==> src/rtl/memory_access_controller_if.sv <==
// Client handshake and Memory_unit pin bundle for memory_access_controller.
// slave = controller side, master = client plus memory side.
interface memory_access_controller_if #(
  parameter int DATA_WIDTH = 8,
  parameter int ADDR_WIDTH = 3
);
  logic                  req_valid;
  logic                  req_ready;
  logic                  req_op;
  logic [ADDR_WIDTH-1:0] req_addr;
  logic [DATA_WIDTH-1:0] req_wdata;
  logic                  rsp_valid;
  logic [DATA_WIDTH-1:0] rsp_rdata;
  logic                  init_busy;
  logic                  mem_op;
  logic                  mem_select;
  logic [ADDR_WIDTH-1:0] mem_address;
  logic [DATA_WIDTH-1:0] mem_in_bus;
  logic [DATA_WIDTH-1:0] mem_out_bus;

  modport slave (
    input  req_valid, req_op, req_addr, req_wdata, mem_out_bus,
    output req_ready, rsp_valid, rsp_rdata, init_busy,
           mem_op, mem_select, mem_address, mem_in_bus
  );

  modport master (
    output req_valid, req_op, req_addr, req_wdata, mem_out_bus,
    input  req_ready, rsp_valid, rsp_rdata, init_busy,
           mem_op, mem_select, mem_address, mem_in_bus
  );
endinterface

==> src/rtl/memory_access_controller.sv <==
// Sequences single-beat client requests into SETUP/ACCESS/HOLD pulses for the
// latch-based Memory_unit and zero-fills every word after reset.
//
// state       | meaning
// INIT_SETUP  | zero-fill: address/op/data driven, select low
// INIT_ACCESS | zero-fill: select high
// INIT_HOLD   | zero-fill: select low, advance or finish
// IDLE        | ready for a client request
// SETUP       | client access: address/op/data driven, select low
// ACCESS      | client access: select high, read data sampled at exit
// HOLD        | client access: select low, rsp_valid high
module memory_access_controller #(
  parameter int DATA_WIDTH    = 8,
  parameter int ADDR_WIDTH    = 3,
  parameter bit INIT_ON_RESET = 1'b1
) (
  input logic                       clk,
  input logic                       rst_n,
  memory_access_controller_if.slave bus
);

  localparam logic [2:0] ST_INIT_SETUP  = 3'd0;
  localparam logic [2:0] ST_INIT_ACCESS = 3'd1;
  localparam logic [2:0] ST_INIT_HOLD   = 3'd2;
  localparam logic [2:0] ST_IDLE        = 3'd3;
  localparam logic [2:0] ST_SETUP       = 3'd4;
  localparam logic [2:0] ST_ACCESS      = 3'd5;
  localparam logic [2:0] ST_HOLD        = 3'd6;

  localparam logic [ADDR_WIDTH-1:0] LAST_ADDR = '1;

  logic [2:0]            state_q, state_d;
  logic [ADDR_WIDTH-1:0] cnt_q, cnt_d;
  logic                  mem_select_q, mem_select_d;
  logic                  mem_op_q, mem_op_d;
  logic [ADDR_WIDTH-1:0] mem_address_q, mem_address_d;
  logic [DATA_WIDTH-1:0] mem_in_bus_q, mem_in_bus_d;
  logic                  req_ready_q, req_ready_d;
  logic                  rsp_valid_q, rsp_valid_d;
  logic [DATA_WIDTH-1:0] rsp_rdata_q, rsp_rdata_d;
  logic                  init_busy_q, init_busy_d;

  always_comb begin
    state_d       = state_q;
    cnt_d         = cnt_q;
    mem_select_d  = 1'b0;
    mem_op_d      = mem_op_q;
    mem_address_d = mem_address_q;
    mem_in_bus_d  = mem_in_bus_q;
    req_ready_d   = 1'b0;
    rsp_valid_d   = 1'b0;
    rsp_rdata_d   = rsp_rdata_q;
    init_busy_d   = init_busy_q;

    case (state_q)
      ST_INIT_SETUP: begin
        // op is forced here too because reset leaves it low during the first setup
        state_d       = ST_INIT_ACCESS;
        mem_select_d  = 1'b1;
        mem_op_d      = 1'b1;
        mem_address_d = cnt_q;
        mem_in_bus_d  = '0;
      end
      ST_INIT_ACCESS: begin
        state_d = ST_INIT_HOLD;
      end
      ST_INIT_HOLD: begin
        if (cnt_q == LAST_ADDR) begin
          state_d     = ST_IDLE;
          init_busy_d = 1'b0;
          req_ready_d = 1'b1;
        end else begin
          state_d       = ST_INIT_SETUP;
          cnt_d         = cnt_q + ADDR_WIDTH'(1);
          mem_op_d      = 1'b1;
          mem_address_d = cnt_q + ADDR_WIDTH'(1);
          mem_in_bus_d  = '0;
        end
      end
      ST_IDLE: begin
        if (bus.req_valid && req_ready_q) begin
          state_d       = ST_SETUP;
          mem_op_d      = bus.req_op;
          mem_address_d = bus.req_addr;
          mem_in_bus_d  = bus.req_wdata;
        end else begin
          req_ready_d = 1'b1;
        end
      end
      ST_SETUP: begin
        state_d      = ST_ACCESS;
        mem_select_d = 1'b1;
      end
      ST_ACCESS: begin
        state_d     = ST_HOLD;
        rsp_valid_d = 1'b1;
        if (!mem_op_q) begin
          rsp_rdata_d = bus.mem_out_bus;
        end
      end
      ST_HOLD: begin
        state_d     = ST_IDLE;
        req_ready_d = 1'b1;
      end
      default: begin
        state_d     = ST_IDLE;
        init_busy_d = 1'b0;
      end
    endcase
  end

  always_ff @(posedge clk) begin
    if (!rst_n) begin
      state_q       <= INIT_ON_RESET ? ST_INIT_SETUP : ST_IDLE;
      cnt_q         <= '0;
      mem_select_q  <= 1'b0;
      mem_op_q      <= 1'b0;
      mem_address_q <= '0;
      mem_in_bus_q  <= '0;
      req_ready_q   <= 1'b0;
      rsp_valid_q   <= 1'b0;
      rsp_rdata_q   <= '0;
      init_busy_q   <= INIT_ON_RESET;
    end else begin
      state_q       <= state_d;
      cnt_q         <= cnt_d;
      mem_select_q  <= mem_select_d;
      mem_op_q      <= mem_op_d;
      mem_address_q <= mem_address_d;
      mem_in_bus_q  <= mem_in_bus_d;
      req_ready_q   <= req_ready_d;
      rsp_valid_q   <= rsp_valid_d;
      rsp_rdata_q   <= rsp_rdata_d;
      init_busy_q   <= init_busy_d;
    end
  end

  assign bus.mem_select  = mem_select_q;
  assign bus.mem_op      = mem_op_q;
  assign bus.mem_address = mem_address_q;
  assign bus.mem_in_bus  = mem_in_bus_q;
  assign bus.req_ready   = req_ready_q;
  assign bus.rsp_valid   = rsp_valid_q;
  assign bus.rsp_rdata   = rsp_rdata_q;
  assign bus.init_busy   = init_busy_q;

  // Handshake sanity: a response cycle is never also an accept cycle.
  a_no_rsp_ready_overlap: assert property (@(posedge clk) disable iff (!rst_n)
    !(rsp_valid_q && req_ready_q));
  a_select_only_in_access: assert property (@(posedge clk) disable iff (!rst_n)
    mem_select_q |-> (state_q == ST_ACCESS || state_q == ST_INIT_ACCESS));

endmodule

==> src/flat_wrapper.sv <==
// flat-port wrapper written by rule: the top's interface ports become plain ports
module memory_access_controller_flat 
#(
  parameter int DATA_WIDTH    = 8,
  parameter int ADDR_WIDTH    = 3,
  parameter bit INIT_ON_RESET = 1'b1
)
  (clk, rst_n, bus_req_valid, bus_req_op, bus_req_addr, bus_req_wdata, bus_mem_out_bus, bus_req_ready, bus_rsp_valid, bus_rsp_rdata, bus_init_busy, bus_mem_op, bus_mem_select, bus_mem_address, bus_mem_in_bus);
  memory_access_controller_if #(.DATA_WIDTH(DATA_WIDTH), .ADDR_WIDTH(ADDR_WIDTH)) bus_i ();
  input logic clk;
  input logic rst_n;
  input wire logic [$bits(bus_i.req_valid)-1:0] bus_req_valid;
  input wire logic [$bits(bus_i.req_op)-1:0] bus_req_op;
  input wire logic [$bits(bus_i.req_addr)-1:0] bus_req_addr;
  input wire logic [$bits(bus_i.req_wdata)-1:0] bus_req_wdata;
  input wire logic [$bits(bus_i.mem_out_bus)-1:0] bus_mem_out_bus;
  output wire logic [$bits(bus_i.req_ready)-1:0] bus_req_ready;
  output wire logic [$bits(bus_i.rsp_valid)-1:0] bus_rsp_valid;
  output wire logic [$bits(bus_i.rsp_rdata)-1:0] bus_rsp_rdata;
  output wire logic [$bits(bus_i.init_busy)-1:0] bus_init_busy;
  output wire logic [$bits(bus_i.mem_op)-1:0] bus_mem_op;
  output wire logic [$bits(bus_i.mem_select)-1:0] bus_mem_select;
  output wire logic [$bits(bus_i.mem_address)-1:0] bus_mem_address;
  output wire logic [$bits(bus_i.mem_in_bus)-1:0] bus_mem_in_bus;
  assign bus_i.req_valid = bus_req_valid;
  assign bus_i.req_op = bus_req_op;
  assign bus_i.req_addr = bus_req_addr;
  assign bus_i.req_wdata = bus_req_wdata;
  assign bus_i.mem_out_bus = bus_mem_out_bus;
  assign bus_req_ready = bus_i.req_ready;
  assign bus_rsp_valid = bus_i.rsp_valid;
  assign bus_rsp_rdata = bus_i.rsp_rdata;
  assign bus_init_busy = bus_i.init_busy;
  assign bus_mem_op = bus_i.mem_op;
  assign bus_mem_select = bus_i.mem_select;
  assign bus_mem_address = bus_i.mem_address;
  assign bus_mem_in_bus = bus_i.mem_in_bus;
  memory_access_controller #(.DATA_WIDTH(DATA_WIDTH), .ADDR_WIDTH(ADDR_WIDTH), .INIT_ON_RESET(INIT_ON_RESET)) u_core (.clk(clk), .rst_n(rst_n), .bus(bus_i));
endmodule
==> config.mk <==
export PLATFORM = sky130hd
export DESIGN_NAME = memory_access_controller_flat
export DESIGN_NICKNAME = d
export VERILOG_FILES = /design/src/rtl/memory_access_controller_if.sv /design/src/rtl/memory_access_controller.sv /design/src/flat_wrapper.sv
export SDC_FILE = /design/constraint.sdc
export NUM_CORES = 1
export LEC_CHECK = 0
export ABC_CLOCK_PERIOD_IN_PS = 3200
export BUFFER_PORTS_ARGS = -buffer_cell sky130_fd_sc_hd__buf_4
export CORE_MARGIN = 1
export CORE_UTILIZATION = 40
export DETAILED_ROUTE_END_ITERATION = 12
export PLACE_DENSITY = 0.77
export SETUP_SLACK_MARGIN = 0.05
export SLEW_MARGIN = 10
export SYNTH_ARGS = -nofsm -noshare
export SYNTH_HDL_FRONTEND = slang
export SYNTH_SLANG_ARGS = --single-unit
==> constraint.sdc <==
create_clock -name clk -period 3.2 [get_ports clk]
set_clock_uncertainty 0.2 [all_clocks]
set_input_delay 0.48 -clock clk [delete_from_list [all_inputs] [get_ports clk]]
set_output_delay 0.48 -clock clk [all_outputs]
set_load 0.05 [all_outputs]
Yosys cells after proc, flatten, opt, wreduce, memory -nomap -nowiden
Cells that the tools add are included.

storage, ports and cells
  register bits = 30
  latch bits = 0
  bits in writable memories = 0
  ROM bits = 0
  input bits = 23
  output and inout port bits = 24
  logic and storage cells = 52
  memories kept = 0

cells by class
  add/sub/neg operators = 1
  multipliers = 0
  divide/modulo/power cells = 0
  $lt $le $gt $ge = 0
  equality and inequality tests = 10
  shift-type cells = 0
  multiplexer cells = 19
  bitwise logic cells = 3
  reductions and logical operators = 9

operators by type and width
  kind                                                    number
  one-hot mux 8 bit (3 select lines)                      1
  one-hot mux 3 bit (6 select lines)                      1
  two-way mux 8 bit                                       2
  == test 3 bit (second input constant)                   4
  two-way mux 3 bit                                       3
  one-hot mux 3 bit (3 select lines)                      1
  two-way mux 1 bit                                       7
  == test 3 x 2 -> 1 bit (second input constant)          2
  one-hot mux 1 bit (3 select lines)                      2
  AND reduction 2 bit                                     3
  OR reduction 6 bit                                      1
  inequality test 2 x 1 -> 1 bit (second input constant)  2
  adder 3 x 1 -> 3 bit (second input constant)            1
  == test 3 x 1 -> 1 bit (second input constant)          1
  zero test 3 bit                                         1
  inverter 1 bit                                          3
  AND reduction 3 bit                                     1
  nonzero test 3 bit                                      1
  two-way mux 2 bit                                       1
  inequality test 2 bit (second input constant)           1
  one-hot mux 1 bit (2 select lines)                      1
  OR reduction 2 bit                                      1
  logical AND 1 bit                                       1

Logic depth before layout (Yosys ltp)
  depth after elaboration = 4
  depth in mapped cells = 7
  depth with buffers taken out = 6

Least setup slack after synthesis
Ideal clock, no wire load.

  path kind = register -> register
  from = reg u_core.cnt_q[0]
  to = reg u_core.mem_address_q[1], in the netlist u_core.bus.mem_address[1]
  setup time = 69 ps
  data arrival time = 1469 ps
  data required time = 2931 ps
  setup slack = 1462 ps
  cell stages (with the launch flop) = 8
  path buffers = 1
  period minus slack after synthesis = 1738 ps
  cells stage by stage = dfxtp_1 -> ha_1 -> ha_1 -> a21o_1 -> a21oi_2 -> buf_4 -> o2111ai_1 -> o21ai_1

between the ends
  longest elaborated chain between the ends = 3
  elaborated cells on any way between the ends = 6
  those cells by class = add/sub (1); eq/ne (2); mux (2); reduce/logical (1)

RTL lines
  element                                                                           RTL line                                                        text
  start, declared                                                                   memory_access_controller.sv:33                                  logic [ADDR_WIDTH-1:0] cnt_q, cnt_d;
  start signal, assigned                                                            memory_access_controller.sv:126                                 cnt_q <= cnt_d;
  adder 3 x 1 -> 3 bit / == test 3 bit (equally long branches)                      memory_access_controller.sv:76, memory_access_controller.sv:68
  two-way mux 3 bit / inequality test 2 bit (equally long branches)                 -
  one-hot mux 3 bit (3 select lines) / AND reduction 3 bit (equally long branches)  -
  end signal, assigned                                                              memory_access_controller.sv:129                                 mem_address_q <= mem_address_d;
  end, declared                                                                     memory_access_controller.sv:36                                  logic [ADDR_WIDTH-1:0] mem_address_q, mem_address_d;

Parallel ways exist; a longest one is shown, timed or not. The select of a mux whose other input is x is not followed.
A chain may end at the register's enable or synchronous reset.

Final worst setup path
  from = reg u_core.state_q[0]
  to = reg u_core.mem_address_q[2], in the netlist u_core.bus.mem_address[2]

between the ends
  longest elaborated chain between the ends = 3
  elaborated cells on any way between the ends = 8
  those cells by class = eq/ne (4); mux (1); reduce/logical (3)

RTL lines
  element                                                           RTL line                         text
  start, declared                                                   memory_access_controller.sv:32   logic [2:0] state_q, state_d;
  start signal, assigned                                            memory_access_controller.sv:114  state_q <= INIT_ON_RESET ? ST_INIT_SETUP : ST_IDLE;
  start signal, assigned                                            memory_access_controller.sv:125  state_q <= state_d;
  == test 3 x 2 -> 1 bit / zero test 3 bit (equally long branches)  memory_access_controller.sv:55   case (state_q)
  inequality test 2 x 1 -> 1 bit (no line) (tied with other cells)  -
  AND reduction 3 bit (no line)                                     -

Parallel ways exist; a longest one is shown, timed or not.

==> impl_metrics.env <==
export IMPL_outcome="complete, but fails checks"
export IMPL_violations="design-rule violations"
export IMPL_ctsResizeCount=0
export IMPL_cp_required_ns=3.27
export IMPL_yosysUniqueCellTypes=31
export IMPL_grt_max_degree=24
export IMPL_drt_iter0_markers=19
export IMPL_hold_violations=0
export IMPL_rsz0062_at_grt="false"
export IMPL_portBuffers=46
export IMPL_vias_per_cell=5.08
export IMPL_yosys_area_share_simple=0.203
export IMPL_fillCellCount=257
export IMPL_antenna_found_initial=0
export IMPL_fmax_mhz=425
export IMPL_rows=19
export IMPL_critical_path_top_delay_family="compound AO/OA/AOI/OAI gates"
export IMPL_post_place_cells=201
export IMPL_cp_start_kind="flip-flop"
export IMPL_finalSetupTns_ns=0
export IMPL_finalCritPeriodShare=0.735
export IMPL_wl_met1_um=1150
export IMPL_route_detailed_drc=1
export IMPL_synth_seq_cells=30
export IMPL_slew_viol_final=0
export IMPL_area_growth_pct=33.8
export IMPL_synth_area_um2=1230
export IMPL_synth_top_family_by_area="simple AND/OR/NAND/NOR gates"
export IMPL_yosys_warnings=0
export IMPL_wl_met2_um=1220
export IMPL_grt_pass1_wl_um=4280
export IMPL_timing_final_crit_period_ns=2.35
export IMPL_cap_viol_max_count=0
export IMPL_die_w_um=57.4
export IMPL_avgSynthCellArea_um2=9.23
export IMPL_path_class="flip-flop to flip-flop"
export IMPL_drive_gt1_frac=0.337
export IMPL_cpPeakStageDelay_ns=0.78
export IMPL_synth_compound_area_frac=0.131
export IMPL_dr_wl_met3_um=108
export IMPL_insertion_delay_ns=0.33
export IMPL_muxShareOfSynthArea=0.0979
export IMPL_ctsHoldBuffers=0
export IMPL_htreeDepth=2
export IMPL_track_usage=0.174
export IMPL_syn_nets=158
export IMPL_seqCellArea_um2=601
export IMPL_p_leak_uw=0.000672
export IMPL_clkSinkCount=30
export IMPL_clkTransAtPathRegs_ns=0.09
export IMPL_path_buf_inv=0
export IMPL_gp_congestion=0.773
export IMPL_dp_hpwl_um=1870
export IMPL_placeableCoreArea_um2=2830
export IMPL_layout_commonest_cell="buf_4"
export IMPL_maxUsedRoutingLayer="met4"
export IMPL_min_path_type="input pin to flip-flop"
export IMPL_synth_cells=133
export IMPL_post_cts_buffers=0
export IMPL_multiInputGateArea_um2=564
export IMPL_grt_pass1_vias=976
export IMPL_synthAdderAreaFrac=0.0204
export IMPL_clk_path_buf_depth=2
export IMPL_final_cell_mix="47 x buf_4, 30 x dfxtp_1, 17 x nand2_1"
export IMPL_stdcell_area_um2=1640
export IMPL_drt_total_wl_um=2570
export IMPL_powerDensity_nw_per_um2=469
export IMPL_place_area_um2=1560
export IMPL_wl_per_cell_um=12.3
export IMPL_die_h_um=57.4
export IMPL_first_pass_iters=8
export IMPL_peakVddDrop_mv=0.311
export IMPL_seq_area_frac_synth=0.489
export IMPL_initial_utilization=0.434
export IMPL_worst_slew_margin_rel=0.395
export IMPL_numCtsBuffers=5
export IMPL_critPathMaxFanout=23
export IMPL_setup_viol=0
export IMPL_worst_pin_slew_ns=0.908
export IMPL_ant_nets=0
export IMPL_crit_slowest_cell="a21oi_2"
export IMPL_worstSetupEndpointType="flip-flop"
export IMPL_dieArea_um2=3290
export IMPL_worstPathCellList="nand4_1, a21oi_2, o2111ai_1, o21ai_1"
export IMPL_overflow=0
export IMPL_worstPathArrival_ns=2.42
export IMPL_final_cells=209
export IMPL_cts_tree="done"
export IMPL_top_level_ports=47
export IMPL_cts_root_buf="clkbuf_4"
export IMPL_n_antenna_cell=0
export IMPL_vias=1061
export IMPL_final_nets=202
export IMPL_synth_xor_area_share=0.00714
sequential cells by signal (all words and copies together) (netlist names):
| signal | flops |
|---|---|
| u_core.bus.rsp_rdata | 8 |
| u_core.bus.mem_address | 3 |
| u_core.bus.req_ready | 1 |
| u_core.bus.mem_op | 1 |
| u_core.bus.mem_in_bus | 8 |
| u_core.cnt_q | 3 |
| u_core.bus.init_busy | 1 |
| u_core.bus.mem_select | 1 |
| u_core.state_q | 3 |
| u_core.bus.rsp_valid | 1 |
cell families after synthesis:
family | Yosys count
flops | 30
fa+ha+maj | 2
simple gates | 50
mux | 12
xor+xnor | 1
compound gates | 26
buf+inv | 12
synth_stat cells:
cell type	number	share of area
dfxtp_1	30	0.49
nand2_1	17	0.052
o21ai_1	13	0.053
mux2i_1	12	0.098
nor2_1	12	0.037
nand3_1	8	0.033
buf_2	5	0.020
a21oi_1	4	0.016
buf_4	3	0.018
o2111ai_1	3	0.021
ha_1	2	0.020
nand4_1	2	0.010
nor2b_1	2	0.010
nor3_1	2	0.0082
nor3b_1	2	0.012
a211oi_1	1	0.0061
a21o_1	1	0.0061
a21oi_2	1	0.0071
and3_1	1	0.0051
buf_1	1	0.0031
clkbuf_1	1	0.0031
inv_1	1	0.0031
inv_2	1	0.0031
nand2b_1	1	0.0051
nor2_2	1	0.0051
nor3_2	1	0.0082
nor4_4	1	0.017
o211ai_1	1	0.0061
o21bai_1	1	0.0061
o221a_1	1	0.0092
xnor2_1	1	0.0071
cell type report:
cell class	count	area share
flip-flops and latches	30	0.366
clock buffers	8	0.0480
repair buffers	47	0.215
multi-input cells	91	0.343
inverters	2	0.00457
well taps	31	0.0236
power by group:
part | internal, uW | switching [uW] | leakage (uW)
Sequential | 383 | 13.9 | 0.000243
Clock | 150 | 126 | 0.0000446
Combinational | 41.7 | 56.5 | 0.000384
Total | 575 | 197 | 0.000672
per-stage QoR:
stage	hold slack, ns	setup WS [ns]	power (uW)	util
after floorplan	0.288	1.46	469	-
after global placement	0.239	0.983	502	0.553
after detailed placement	0.242	0.883	504	0.553
after CTS	0.167	0.866	779	0.581
after global routing	0.169	0.620	806	0.581
final	0.173	0.848	771	0.581
metal layers:
| metal | GRT usage | vias up |
|---|---|---|
| met2 | 0.259 | 23 |
| met3 | 0.0476 | 8 |
| li1 | - | 550 |
| met4 | 0.157 | 0 |
| met5 | 0 | - |
| met1 | 0.201 | 480 |
worst register-to-register path, delay by kind of cell (launching register included):
family	cells	cell delay, ns
AND/OR/NAND/NOR	1	0.23
AO/OA/AOI/OAI	3	1.12
flip-flops	1	0.74
path summary, 6_finish.rpt:
| path | start | end | slack, ns | cells past startpoint |
|---|---|---|---|---|
| max | u_core.state_q[0] | u_core.bus.mem_address[2] | 0.85 | 4 |
| min | bus_req_wdata[1] | u_core.bus.mem_in_bus[1] | 0.17 | 3 |
| min reg2reg | u_core.bus.mem_address[2] | u_core.bus.mem_address[2] | 0.25 | 2 |
| max reg2reg | u_core.state_q[0] | u_core.bus.mem_address[2] | 0.85 | 4 |
Note: power is estimated with default switching activity, not from simulation.
